<file path="config.mk">
export PLATFORM = sky130hd
export DESIGN_NAME = bash_dispatcher
export DESIGN_NICKNAME = d
export VERILOG_FILES = /design/src/rtl/bash_dispatcher.sv
export SDC_FILE = /design/constraint.sdc
export NUM_CORES = 1
export LEC_CHECK = 0
export CAP_MARGIN = 20
export CORE_UTILIZATION = 30
export DETAILED_ROUTE_END_ITERATION = 8
export PLACE_DENSITY = 0.47
export SKIP_LAST_GASP = 1
export SLEW_MARGIN = 20
export SYNTH_ARGS = -nofsm -noshare
export SYNTH_HDL_FRONTEND = slang
export SYNTH_SLANG_ARGS = --single-unit
</file>
<file path="constraint.sdc">
create_clock -name clk -period 7.9 [get_ports clk]
set_input_delay 2.37 -clock clk [delete_from_list [all_inputs] [get_ports clk]]
set_output_delay 2.37 -clock clk [all_outputs]
set_load 0.01 [all_outputs]
</file>
<file path="src/rtl/bash_dispatcher.sv">
// bash_dispatcher
//   Fetches one command line from the console, decodes the first token,
//   starts the matching handler (echo/help/clear) and streams that handler's
//   response bytes back to the console through a 16-entry FIFO. Unknown
//   commands answer "unknown". Every command ends with a one-cycle in_solved
//   pulse, which the console must acknowledge with out_solved.
//
// Ports
//   clk, rst                 clock, asynchronous active-high reset
//   out_newASCII_ready       console has a completed line pending
//   out_lineLen[5:0]         pending line length (0..32)
//   lineOut[7:0]             current command character
//   lineOut_nextASCII        pulse: advance console to next character
//   in_newASCII_ready        response byte valid (FIFO not empty)
//   lineIn[7:0]              response byte (FIFO head), 0x00 ends a line
//   lineIn_nextASCII         console pops lineIn
//   in_solved                pulse: command finished
//   out_solved               console acknowledge of in_solved
//   hdl_start[2:0]           one-hot start: bit0 echo, bit1 help, bit2 clear
//   hdl_arg_len[5:0]         argument length
//   hdl_arg_addr[4:0]        argument byte index
//   hdl_arg_data[7:0]        argument byte, 0x00 past the end
//   resp_valid, resp_data    handler response byte stream
//   resp_ready               FIFO can take a handler byte
//   hdl_done                 pulse: active handler finished
//   busy                     high whenever not IDLE
module bash_dispatcher (
  input  logic       clk,
  input  logic       rst,
  input  logic       out_newASCII_ready,
  input  logic [5:0] out_lineLen,
  input  logic [7:0] lineOut,
  output logic       lineOut_nextASCII,
  output logic       in_newASCII_ready,
  output logic [7:0] lineIn,
  input  logic       lineIn_nextASCII,
  output logic       in_solved,
  input  logic       out_solved,
  output logic [2:0] hdl_start,
  output logic [5:0] hdl_arg_len,
  input  logic [4:0] hdl_arg_addr,
  output logic [7:0] hdl_arg_data,
  input  logic       resp_valid,
  input  logic [7:0] resp_data,
  output logic       resp_ready,
  input  logic       hdl_done,
  output logic       busy
);

  typedef enum logic [2:0] {
    S_IDLE     = 3'd0,
    S_FETCH    = 3'd1,
    S_DECODE   = 3'd2,
    S_EXEC     = 3'd3,
    S_DRAIN    = 3'd4,
    S_SOLVE    = 3'd5,
    S_WAIT_ACK = 3'd6
  } state_t;

  state_t      state_r;
  logic [5:0]  len_r;
  logic [5:0]  idx_r;
  logic        phase_r;        // 0: capture + pulse, 1: gap cycle
  logic [7:0]  cmd_buf_r [32];
  logic [4:0]  arg_base_r;
  logic [5:0]  arg_len_r;
  logic        last_nz_r;      // last handler byte pushed was non-zero
  logic        term_pend_r;    // a 0x00 terminator still has to be pushed
  logic        next_ascii_r;
  logic        solved_r;
  logic [2:0]  start_r;

  logic [7:0]  fifo_r [16];
  logic [3:0]  wr_ptr_r;
  logic [3:0]  rd_ptr_r;
  logic [4:0]  count_r;

  logic        fifo_empty_s;
  logic        fifo_full_s;
  logic        pop_s;
  logic        push_s;
  logic [7:0]  push_data_s;
  logic        accept_s;
  logic        bulk_s;
  logic        fetch_cap_s;
  logic [5:0]  tok_len_s;
  logic        has_space_s;
  logic [2:0]  match_s;
  logic [5:0]  base_s;
  logic [4:0]  arg_idx_s;

  // Bytes of the fixed "unknown",0x00 reply
  function automatic logic [7:0] unk_byte(input logic [2:0] k);
    case (k)
      3'd0:    unk_byte = 8'h75;
      3'd1:    unk_byte = 8'h6E;
      3'd2:    unk_byte = 8'h6B;
      3'd3:    unk_byte = 8'h6E;
      3'd4:    unk_byte = 8'h6F;
      3'd5:    unk_byte = 8'h77;
      3'd6:    unk_byte = 8'h6E;
      default: unk_byte = 8'h00;
    endcase
  endfunction

  assign fifo_empty_s      = (count_r == 5'd0);
  assign fifo_full_s       = (count_r == 5'd16);
  assign pop_s             = lineIn_nextASCII && !fifo_empty_s;
  assign accept_s          = (state_r == S_EXEC) && resp_valid && !fifo_full_s;
  // The FIFO is always empty in DECODE, so the whole reply fits in one cycle
  assign bulk_s            = (state_r == S_DECODE) && (match_s == 3'b000);
  assign fetch_cap_s       = (state_r == S_FETCH) && !phase_r && (idx_r != len_r);

  assign lineOut_nextASCII = next_ascii_r;
  assign in_solved         = solved_r;
  assign hdl_start         = start_r;
  assign hdl_arg_len       = arg_len_r;
  assign in_newASCII_ready = !fifo_empty_s;
  assign lineIn            = fifo_empty_s ? 8'h00 : fifo_r[rd_ptr_r];
  assign resp_ready        = (state_r == S_EXEC) && !fifo_full_s;
  assign busy              = (state_r != S_IDLE);

  // Token scan: descending loop so the lowest-index space wins
  always_comb begin
    tok_len_s   = len_r;
    has_space_s = 1'b0;
    for (int i = 31; i >= 0; i--) begin
      if ((6'(i) < len_r) && (cmd_buf_r[i] == 8'h20)) begin
        tok_len_s   = 6'(i);
        has_space_s = 1'b1;
      end else begin
        tok_len_s   = tok_len_s;
        has_space_s = has_space_s;
      end
    end
    if ((tok_len_s == 6'd4) &&
        ({cmd_buf_r[0], cmd_buf_r[1], cmd_buf_r[2], cmd_buf_r[3]} == 32'h6563_686F)) begin
      match_s = 3'b001;
    end else if ((tok_len_s == 6'd4) &&
        ({cmd_buf_r[0], cmd_buf_r[1], cmd_buf_r[2], cmd_buf_r[3]} == 32'h6865_6C70)) begin
      match_s = 3'b010;
    end else if ((tok_len_s == 6'd5) &&
        ({cmd_buf_r[0], cmd_buf_r[1], cmd_buf_r[2], cmd_buf_r[3], cmd_buf_r[4]} == 40'h63_6C65_6172)) begin
      match_s = 3'b100;
    end else begin
      match_s = 3'b000;
    end
    if (has_space_s) begin
      base_s = tok_len_s + 6'd1;
    end else begin
      base_s = tok_len_s;
    end
  end

  // Argument read port; base+addr stays below 32 whenever addr < arg_len
  always_comb begin
    arg_idx_s = arg_base_r + hdl_arg_addr;
    if ({1'b0, hdl_arg_addr} < arg_len_r) begin
      hdl_arg_data = cmd_buf_r[arg_idx_s];
    end else begin
      hdl_arg_data = 8'h00;
    end
  end

  // Single-byte FIFO push source: handler data in EXEC, terminator in DRAIN
  always_comb begin
    if (accept_s) begin
      push_s      = 1'b1;
      push_data_s = resp_data;
    end else if ((state_r == S_DRAIN) && term_pend_r && !fifo_full_s) begin
      push_s      = 1'b1;
      push_data_s = 8'h00;
    end else begin
      push_s      = 1'b0;
      push_data_s = 8'h00;
    end
  end

  // Command line storage, captured during FETCH phase 0
  always_ff @(posedge clk) begin
    if (fetch_cap_s) begin
      cmd_buf_r[idx_r[4:0]] <= lineOut;
    end
  end

  // Response FIFO data array
  always_ff @(posedge clk) begin
    if (bulk_s) begin
      for (int i = 0; i < 8; i++) begin
        fifo_r[wr_ptr_r + 4'(i)] <= unk_byte(3'(i));
      end
    end else if (push_s) begin
      fifo_r[wr_ptr_r] <= push_data_s;
    end
  end

  // Response FIFO pointers and occupancy
  always_ff @(posedge clk or posedge rst) begin
    if (rst) begin
      wr_ptr_r <= 4'd0;
      rd_ptr_r <= 4'd0;
      count_r  <= 5'd0;
    end else begin
      if (bulk_s) begin
        wr_ptr_r <= wr_ptr_r + 4'd8;
      end else if (push_s) begin
        wr_ptr_r <= wr_ptr_r + 4'd1;
      end
      if (pop_s) begin
        rd_ptr_r <= rd_ptr_r + 4'd1;
      end
      count_r <= count_r + (bulk_s ? 5'd8 : {4'd0, push_s}) - {4'd0, pop_s};
    end
  end

  // Command sequencing FSM with registered pulse outputs
  always_ff @(posedge clk or posedge rst) begin
    if (rst) begin
      state_r      <= S_IDLE;
      len_r        <= 6'd0;
      idx_r        <= 6'd0;
      phase_r      <= 1'b0;
      arg_base_r   <= 5'd0;
      arg_len_r    <= 6'd0;
      last_nz_r    <= 1'b0;
      term_pend_r  <= 1'b0;
      next_ascii_r <= 1'b0;
      solved_r     <= 1'b0;
      start_r      <= 3'b000;
    end else begin
      next_ascii_r <= 1'b0;
      solved_r     <= 1'b0;
      start_r      <= 3'b000;
      if (accept_s) begin
        last_nz_r <= (resp_data != 8'h00);
      end
      case (state_r)
        S_IDLE: begin
          if (out_newASCII_ready) begin
            len_r       <= (out_lineLen > 6'd32) ? 6'd32 : out_lineLen;
            idx_r       <= 6'd0;
            phase_r     <= 1'b0;
            last_nz_r   <= 1'b0;
            term_pend_r <= 1'b0;
            arg_len_r   <= 6'd0;
            state_r     <= S_FETCH;
          end
        end
        S_FETCH: begin
          if (!phase_r) begin
            if (idx_r == len_r) begin
              if (len_r == 6'd0) begin
                solved_r <= 1'b1;
                state_r  <= S_SOLVE;
              end else begin
                state_r  <= S_DECODE;
              end
            end else begin
              next_ascii_r <= 1'b1;
              phase_r      <= 1'b1;
            end
          end else begin
            phase_r <= 1'b0;
            idx_r   <= idx_r + 6'd1;
          end
        end
        S_DECODE: begin
          arg_base_r <= base_s[4:0];
          arg_len_r  <= len_r - base_s;
          if (match_s != 3'b000) begin
            start_r <= match_s;
            state_r <= S_EXEC;
          end else begin
            state_r <= S_DRAIN;
          end
        end
        S_EXEC: begin
          if (hdl_done) begin
            // A byte arriving with hdl_done decides whether a terminator is needed
            term_pend_r <= accept_s ? (resp_data != 8'h00) : last_nz_r;
            state_r     <= S_DRAIN;
          end
        end
        S_DRAIN: begin
          if (term_pend_r) begin
            if (!fifo_full_s) begin
              term_pend_r <= 1'b0;
            end
          end else if (fifo_empty_s) begin
            solved_r <= 1'b1;
            state_r  <= S_SOLVE;
          end
        end
        S_SOLVE: begin
          state_r <= S_WAIT_ACK;
        end
        S_WAIT_ACK: begin
          if (out_solved) begin
            state_r <= S_IDLE;
          end
        end
        default: begin
          state_r <= S_IDLE;
        end
      endcase
    end
  end

endmodule

</file>
==> impl_metrics.tcl <==
set metrics [dict create \
    cts_buffers 49 \
    root_buffer "clkbuf_16" \
    rows 102 \
    crit_chain "clkbuf_4, ha_4, fa_4, buf_12, buf_4, mux4_2, mux4_2, mux2i_1, nor2_1, dlygate4sd2_1" \
    drc 0 \
    clock_path_buffers 3 \
    synth_nets 2211 \
    critPathBufInv 4 \
    critPathMaxFanout 10 \
    cts_tree "built" \
    yosysSeqAreaShare 0.484 \
    ir_worst_vdd_mv 0.208 \
    cts_hold_buf 0 \
    synth_area_per_cell_sq_um 11.1 \
    hold_depth 2 \
    ys_types 98 \
    status "finished clean" \
    postSynthCellCount 2136 \
    ios 64 \
    hold_viol 0 \
    overflow 0 \
    clock_latency_ns 0.64 \
    endpoint_kind "primary output" \
    fill_cells 7778 \
    cts.sinks 431 \
    synth_common_cells "nand2_1, edfxtp_1, nor2_1" \
    yosys.area.top_type "edfxtp_1" \
    ant_nets 0 \
    dieHeight_um 283 \
    reg2reg_slack_ns 1.47 \
    yosysTopAreaCellShare 0.326 \
    syn2layout_area_growth_pct 15.9 \
    r2r_start "len_r[3]" \
    wl_per_cell_um 27.6 \
    crit_type "primary input to primary output" \
    worstPathRequired_ns 5.53 \
    drive_gt1_frac 0.146 \
    hp-class "flop to flop" \
    die_x_um 283 \
    place_hpwl_um 65400 \
    drt_iter0_drc 2489 \
    yosys-top-cells-area "edfxtp_1, mux4_2, dfxtp_1, dfrtp_1, nand2_1" \
    min-delay-start "fifo_r[1][7]" \
    routed_via_density 5.93 \
    grt_pass1_wl_um 132000 \
    r2r-end "fifo_r[0][0]" \
    start_kind "primary input" \
    cts.clk_slew.worst_paths_ns 0.05 \
    hold_end "fifo_r[1][7]" \
    setup_tns_ns 0 \
    yosysWarningCount 0 \
    wl_um 90300 \
    synth_area_sq_um 23600 \
    cts_max_level 2 \
    port_buffers 63 \
    grt_pass1_vias 19000 \
    synth.most_common_cell "nand2_1" \
    ys_seq_elements 431 \
    cp_slowest_stage_delay_ns 0.93 \
    die-area_sq_um 79800 \
    synth-main-ff-cell "edfxtp_1" \
    slew_viol_final 0 \
    crit_top_cell "mux4_2" \
    relSlewSlack 0.245 \
    synth_edf_count 256 \
    max_freq_mhz 127 \
    antenna_found_initial 3 \
    worstRegToRegCells 22 \
    leakagePower_uw 0.00959 \
    arrival_ns 5.50 \
    power_uw 11100 \
    critPathSlowestCell "fa_4" \
    fin_nets 2268 \
    track_usage 0.224 \
    fin_crit_ns 7.87 \
    initial_utilization 0.304 \
    globalplace.congestion 0.938 \
    dr.pass1.iters 6 \
    drv_cap 0 \
    fin_crit_sh 0.997 \
    finClkSkew_ns 0.0711 \
    vias 19400 \
    async_flop_share 0.109 \
    grt_max_degree 86 \
    rsz0062_at_grt "true" \
    core_area_sq_um 77600 \
    setup_violations 0 \
    tightest_slew_ns 1.12 \
    p_per_area_nw_per_um2 404 \
    critPathTopFamily "multiplexers" \
    n_antenna_cell 0 \
]
==> where the power goes <==
part           internal, uW  total [uW]  switching (uW)  leakage [uW]
sequential             2770        3220             441       0.00397
clock                  1280        2270             985      0.000781
combinational          2420        5570            3160       0.00484
==> per-layer routing <==
layer | vias to the layer above | global-route usage | wire length, um | share of wire
met5 | - | 0 | 31 | 0.00034
met4 | 4 | 0.100 | 4450 | 0.049
met3 | 241 | 0.0416 | 7530 | 0.083
met2 | 1088 | 0.367 | 42300 | 0.47
met1 | 9666 | 0.287 | 36000 | 0.40
li1 | 8416 | - | - | -
==> worst min-delay path: cells and delay by family (launching register included) <==
family	cells	cell delay, ns
AOI/OAI and AO/OA	1	0.05
DFF	1	0.31
and+or+nand+nor	1	0.05
==> cells in the final DEF, fill, tap and decap left out, drive strengths merged, types with 19 or more instances in the layout <==
master	instances
a211oi	19
a21o	20
a21oi	123
a31oi	43
and2	30
and3	26
buf	73
clkbuf	71
clkdlybuf4s50	52
clkinv	19
dfrtp	47
dfxtp	128
edfxtp	256
ha	38
inv	53
mux2i	53
mux4	120
nand2	259
nand3	78
nor2	141
nor3	68
nor4	39
nor4b	27
o21ai	78
xnor2	30
==> cell type report <==
cell class                 count  area, sq um  share of cell area
multi-input combinational   1523        11500               0.420
timing repair buffer         135         1330              0.0486
clock inverter                24          221             0.00809
sequential                   431        11400               0.418
tap                         1040         1300              0.0475
clock buffer                  67         1400              0.0510
inverter                      53          199             0.00727
==> how the worst max path moves through the flow <==
| stage | cells past startpoint | from | slack, ns | end |
|---|---|---|---|---|
| after global routing | 10 | hdl_arg_addr[0] | -0.04 | hdl_arg_data[3] |
| after detailed placement | 9 | hdl_arg_addr[0] | -0.55 | hdl_arg_data[6] |
| after global placement | 9 | hdl_arg_addr[0] | -0.56 | hdl_arg_data[1] |
| after CTS | 10 | hdl_arg_addr[0] | -0.01 | hdl_arg_data[0] |
| after floorplan | 8 | hdl_arg_addr[0] | 0.30 | hdl_arg_data[0] |
| final | 10 | hdl_arg_addr[0] | 0.03 | hdl_arg_data[3] |
==> state kept, by name, indices dropped and copies added, names as in the netlist, 4 cells and up <==
name / count
count_r: 5
wr_ptr_r: 4
rd_ptr_r: 4
arg_base_r: 5
len_r: 6
fifo_r: 128
cmd_buf_r: 256
hdl_arg_len: 6
idx_r: 6
==> through the flow <==
| step | utilization | instances | area (sq um) | setup WS [ns] | hold slack [ns] |
|---|---|---|---|---|---|
| 5_1_grt | 0.353 | 3273 | 27400 | -0.0441 | 0.464 |
| 3_5_place_dp | 0.330 | 3167 | 25600 | -0.547 | 0.446 |
| 3_3_place_gp | 0.330 | 3167 | 25600 | -0.562 | 0.438 |
| 2_1_floorplan | - | 2136 | 23600 | 0.300 | 0.424 |
| 6_report | 0.353 | 3273 | 27400 | 0.0260 | 0.458 |
| 4_1_cts | 0.353 | 3272 | 27400 | -0.0101 | 0.457 |
==> cell families (layout without fill, tap and decap cells) <==
logic type      Yosys count  after routing  share of synthesized area
mux                     177            177                      0.139
xor+xnor                 44             44                     0.0163
compound gates          479            479                      0.139
flops                   431            431                      0.484
simple gates            782            782                      0.167
buf+inv                 182            279                     0.0316
fa+ha+maj                41             41                     0.0227
==> timing repair <==
action	CTS	global route
endpoints found under the setup margin	8	8
gates cloned	1	0
gates resized for setup	17	11
pin swaps	1	1
buffers inserted	13	1
Note: power is estimated with default switching activity, not from simulation.
==> variant 1 (config.mk and constraints unchanged) <==
One comparison of `count_r` changes from == to >=.
--- a/src/rtl/bash_dispatcher.sv
+++ b/src/rtl/bash_dispatcher.sv
@@ -105,5 +105,5 @@
 
   assign fifo_empty_s      = (count_r == 5'd0);
-  assign fifo_full_s       = (count_r == 5'd16);
+  assign fifo_full_s       = (count_r >= 5'd16);
   assign pop_s             = lineIn_nextASCII && !fifo_empty_s;
   assign accept_s          = (state_r == S_EXEC) && resp_valid && !fifo_full_s;
Function: no difference found for any inputs over 4 cycles, from zero or initial values and one cycle with rst high; that may be too few to reach the edited logic, so the function may still have changed.
==> variant 1 against the original RTL <==
Combinational power down 11%; wire length down 0.42%; total power down 3.7%; worst setup slack better by 96 ps; design area up 0.31%; sequential cell count unchanged; area after synthesis up 0.28%; non-clock buffer count down 13; critical path type unchanged; critical endpoint is now hdl_arg_data[5]; largest cell class unchanged.
==> variant 1: results <==
[critical_path]
rr_endpoint = fifo_r[15][3]
cp_slowest_stage_delay_ps = 550
critPathTopFamily = buffers and inverters
path_max_fanout = 16
cp_slowest_cell = fa_2

[timing]
worstMarginPinSlew_ps = 1168

[clock_tree]
cts_resized = 7
numCtsBuffers = 51
clk_latency_ps = 660

[place]
gp_congestion = 0.9476
dpl_cell_area_sq_um = 25640

[synthesis]
yosysUniqueCellTypes = 99
synthMuxAreaShare_pct = 14.83
seq_area_frac_synth_pct = 48.27

[final_layout]
fillers = 7568
seq_area_share_pct = 41.63
nNonClkBuffers = 122
num-nonclk-inverters = 44

[power]
peakVddDrop_uv = 220.1

[routing]
drt-met1-wl_um = 39200
post_drt_wl_per_cell_um = 27.92
vias = 19200

[grt]
grt_max_degree = 48
grt.met2_usage_pct = 33.28
grt_antenna_before_repair = 4
use_met3_pct = 4.622

[worst_hold_path]
min_from = fifo_r[6][0]

[status]
status = finished, final reports clean
## variant 1: cell count changes in the layout (fill, tap and decap cells not counted), sizes merged, moves of 14 or more
cell / change
a21oi: +43
nor3: -14
buf: -14
nand2: -54
a31oi: -15
mux2i: +22
## variant 1: power by group
part / total, W / switching [W] / leakage, nW / internal [W]
registers: 0.00321 / 0.000458 / 3.97 / 0.00275
logic: 0.00494 / 0.00275 / 4.35 / 0.00219
clock network: 0.00250 / 0.00105 / 0.863 / 0.00145
total: 0.0106 / 0.00425 / 9.18 / 0.00639
## variant 1: per-stage QoR
step	setup WS [ps]	power [W]	instances	hold WS (ps)	TNS, ps
2_1_floorplan	529.7	0.006307	2089	437.5	0
3_3_place_gp	-183.9	0.008060	3123	468.6	-1130
3_5_place_dp	-205.6	0.008098	3123	463.2	-1193
4_1_cts	105.9	0.01066	3219	475.3	0
5_1_grt	62.53	0.01113	3219	497.8	0
6_report	121.8	0.01065	3220	477.4	0
==> variant 2 (same settings) <==
Without the edit above. Encoding of `state_t`: now one-hot (7 bits for 7 states).
--- a/src/rtl/bash_dispatcher.sv
+++ b/src/rtl/bash_dispatcher.sv
@@ -48,12 +48,12 @@
 );
 
-  typedef enum logic [2:0] {
-    S_IDLE     = 3'd0,
-    S_FETCH    = 3'd1,
-    S_DECODE   = 3'd2,
-    S_EXEC     = 3'd3,
-    S_DRAIN    = 3'd4,
-    S_SOLVE    = 3'd5,
-    S_WAIT_ACK = 3'd6
+  typedef enum logic [6:0] {
+    S_IDLE     = 7'b0000001,
+    S_FETCH    = 7'b0000010,
+    S_DECODE   = 7'b0000100,
+    S_EXEC     = 7'b0001000,
+    S_DRAIN    = 7'b0010000,
+    S_SOLVE    = 7'b0100000,
+    S_WAIT_ACK = 7'b1000000
   } state_t;
 
Formal check against the unedited RTL: same outputs for any inputs over 4 cycles, from zero or initial values and one cycle with rst high; so few cycles prove little.
==> variant 2 against the original RTL <==
Total power down 22%; first-iteration DRC count shrank 13%; wire length rose by 1.6%; non-clock buffer count down 16; critical path depth unchanged; sequential share of layout area about the same; final cell count decreased by 0.24%; via count is 1.3% lower; count of clock-buffer cells in the layout decreased by 4; area after synthesis increased by 1.6%; worst setup slack better by 51 ps; sequential cell count increased by 4; design area is 0.87% higher; largest power group unchanged.
==> variant 2: results <==
[critical_path]
path_max_fanout = 33
rr_endpoint = fifo_r[2][2]
cp.arrival_ps = 5450
critPathTopFamily = buffers and inverters
regToRegSetupSlack_ps = 1780
worstReg2RegStart = cmd_buf_r[10][0]

[grt]
use_met3_pct = 4.543
use_met1_pct = 30.47
grtUsageTotal_pct = 22.27
grt.met2_usage_pct = 34.53
first_global_vias = 19020

[routing]
drt-met1-wl_um = 39630
routed.top_layer = met4

[power]
peakVddDrop_uv = 158.1
seq_power_share_pct = 33.7
p_comb_share_pct = 39.6
p_total_w = 0.008670
switching_share_pct = 35.93

[synthesis]
async_flop_share_pct = 11.72
synth_fa_ha_area_share_pct = 2.233
synth_area_leaders = edfxtp_1 (32%), mux4_2 (11%), dfxtp_1 (11%)

[status]
status = finished, final reports clean

[timing]
clock_skew_ps = 40.51

[worst_hold_path]
min_from = fifo_r[11][7]
min_to = fifo_r[11][7]
[variant 2: changes by cell type after synthesis, moves of 8 or more]
cell	unedited run	this run
a221oi_1	16	8
a31oi_4	0	11
clkbuf_1	81	71
inv_1	49	39
nand3_1	78	59
nor2_1	133	156
nor3_1	64	50
[variant 2: worst max path at each step]
stage,startpoint,to,slack (ps)
after floorplan,hdl_arg_addr[0],hdl_arg_data[5],530
after global placement,hdl_arg_addr[0],hdl_arg_data[7],-200
after detailed placement,hdl_arg_addr[0],hdl_arg_data[7],-220
after CTS,hdl_arg_addr[0],hdl_arg_data[7],70
after global routing,hdl_arg_addr[0],hdl_arg_data[6],6
final,hdl_arg_addr[0],hdl_arg_data[6],80
[variant 2: timing repair]
action,in CTS,in global routing
hold buffers,0,0
resized for setup,5,1
endpoints found under the setup margin,8,1
cloned,0,0
[variant 2: area by class of cell]
cell class / instances / area (sq um)
clock buffers: 63 / 1330
clock inverters: 31 / 299.0
inverters: 42 / 157.7
well taps: 1050 / 1314
flip-flops and latches: 435 / 11530
repair buffers: 119 / 1186
fillers: 7723 / 51400
multi-input cells: 1525 / 11790
[variant 2: logic make-up after synthesis]
group,Yosys count
xor gates and xnor gates,47
adders and majority gates,41
AOI/OAI and AO/OA,476
buffers and inverters,165
DFF,435
and+or+nand+nor,775
muxes,186
[variant 2: stage by stage]
| step | hold slack, ps | util (%) | instance area, sq um | instances |
|---|---|---|---|---|
| floorplan | 441.8 | - | 23980 | 2125 |
| global placement | 461.3 | 32.84 | 25940 | 3171 |
| detailed placement | 467.0 | 32.85 | 25950 | 3171 |
| CTS | 475.3 | 34.92 | 27590 | 3265 |
| global route | 490.7 | 34.94 | 27600 | 3265 |
| finish | 468.5 | 34.94 | 27600 | 3265 |
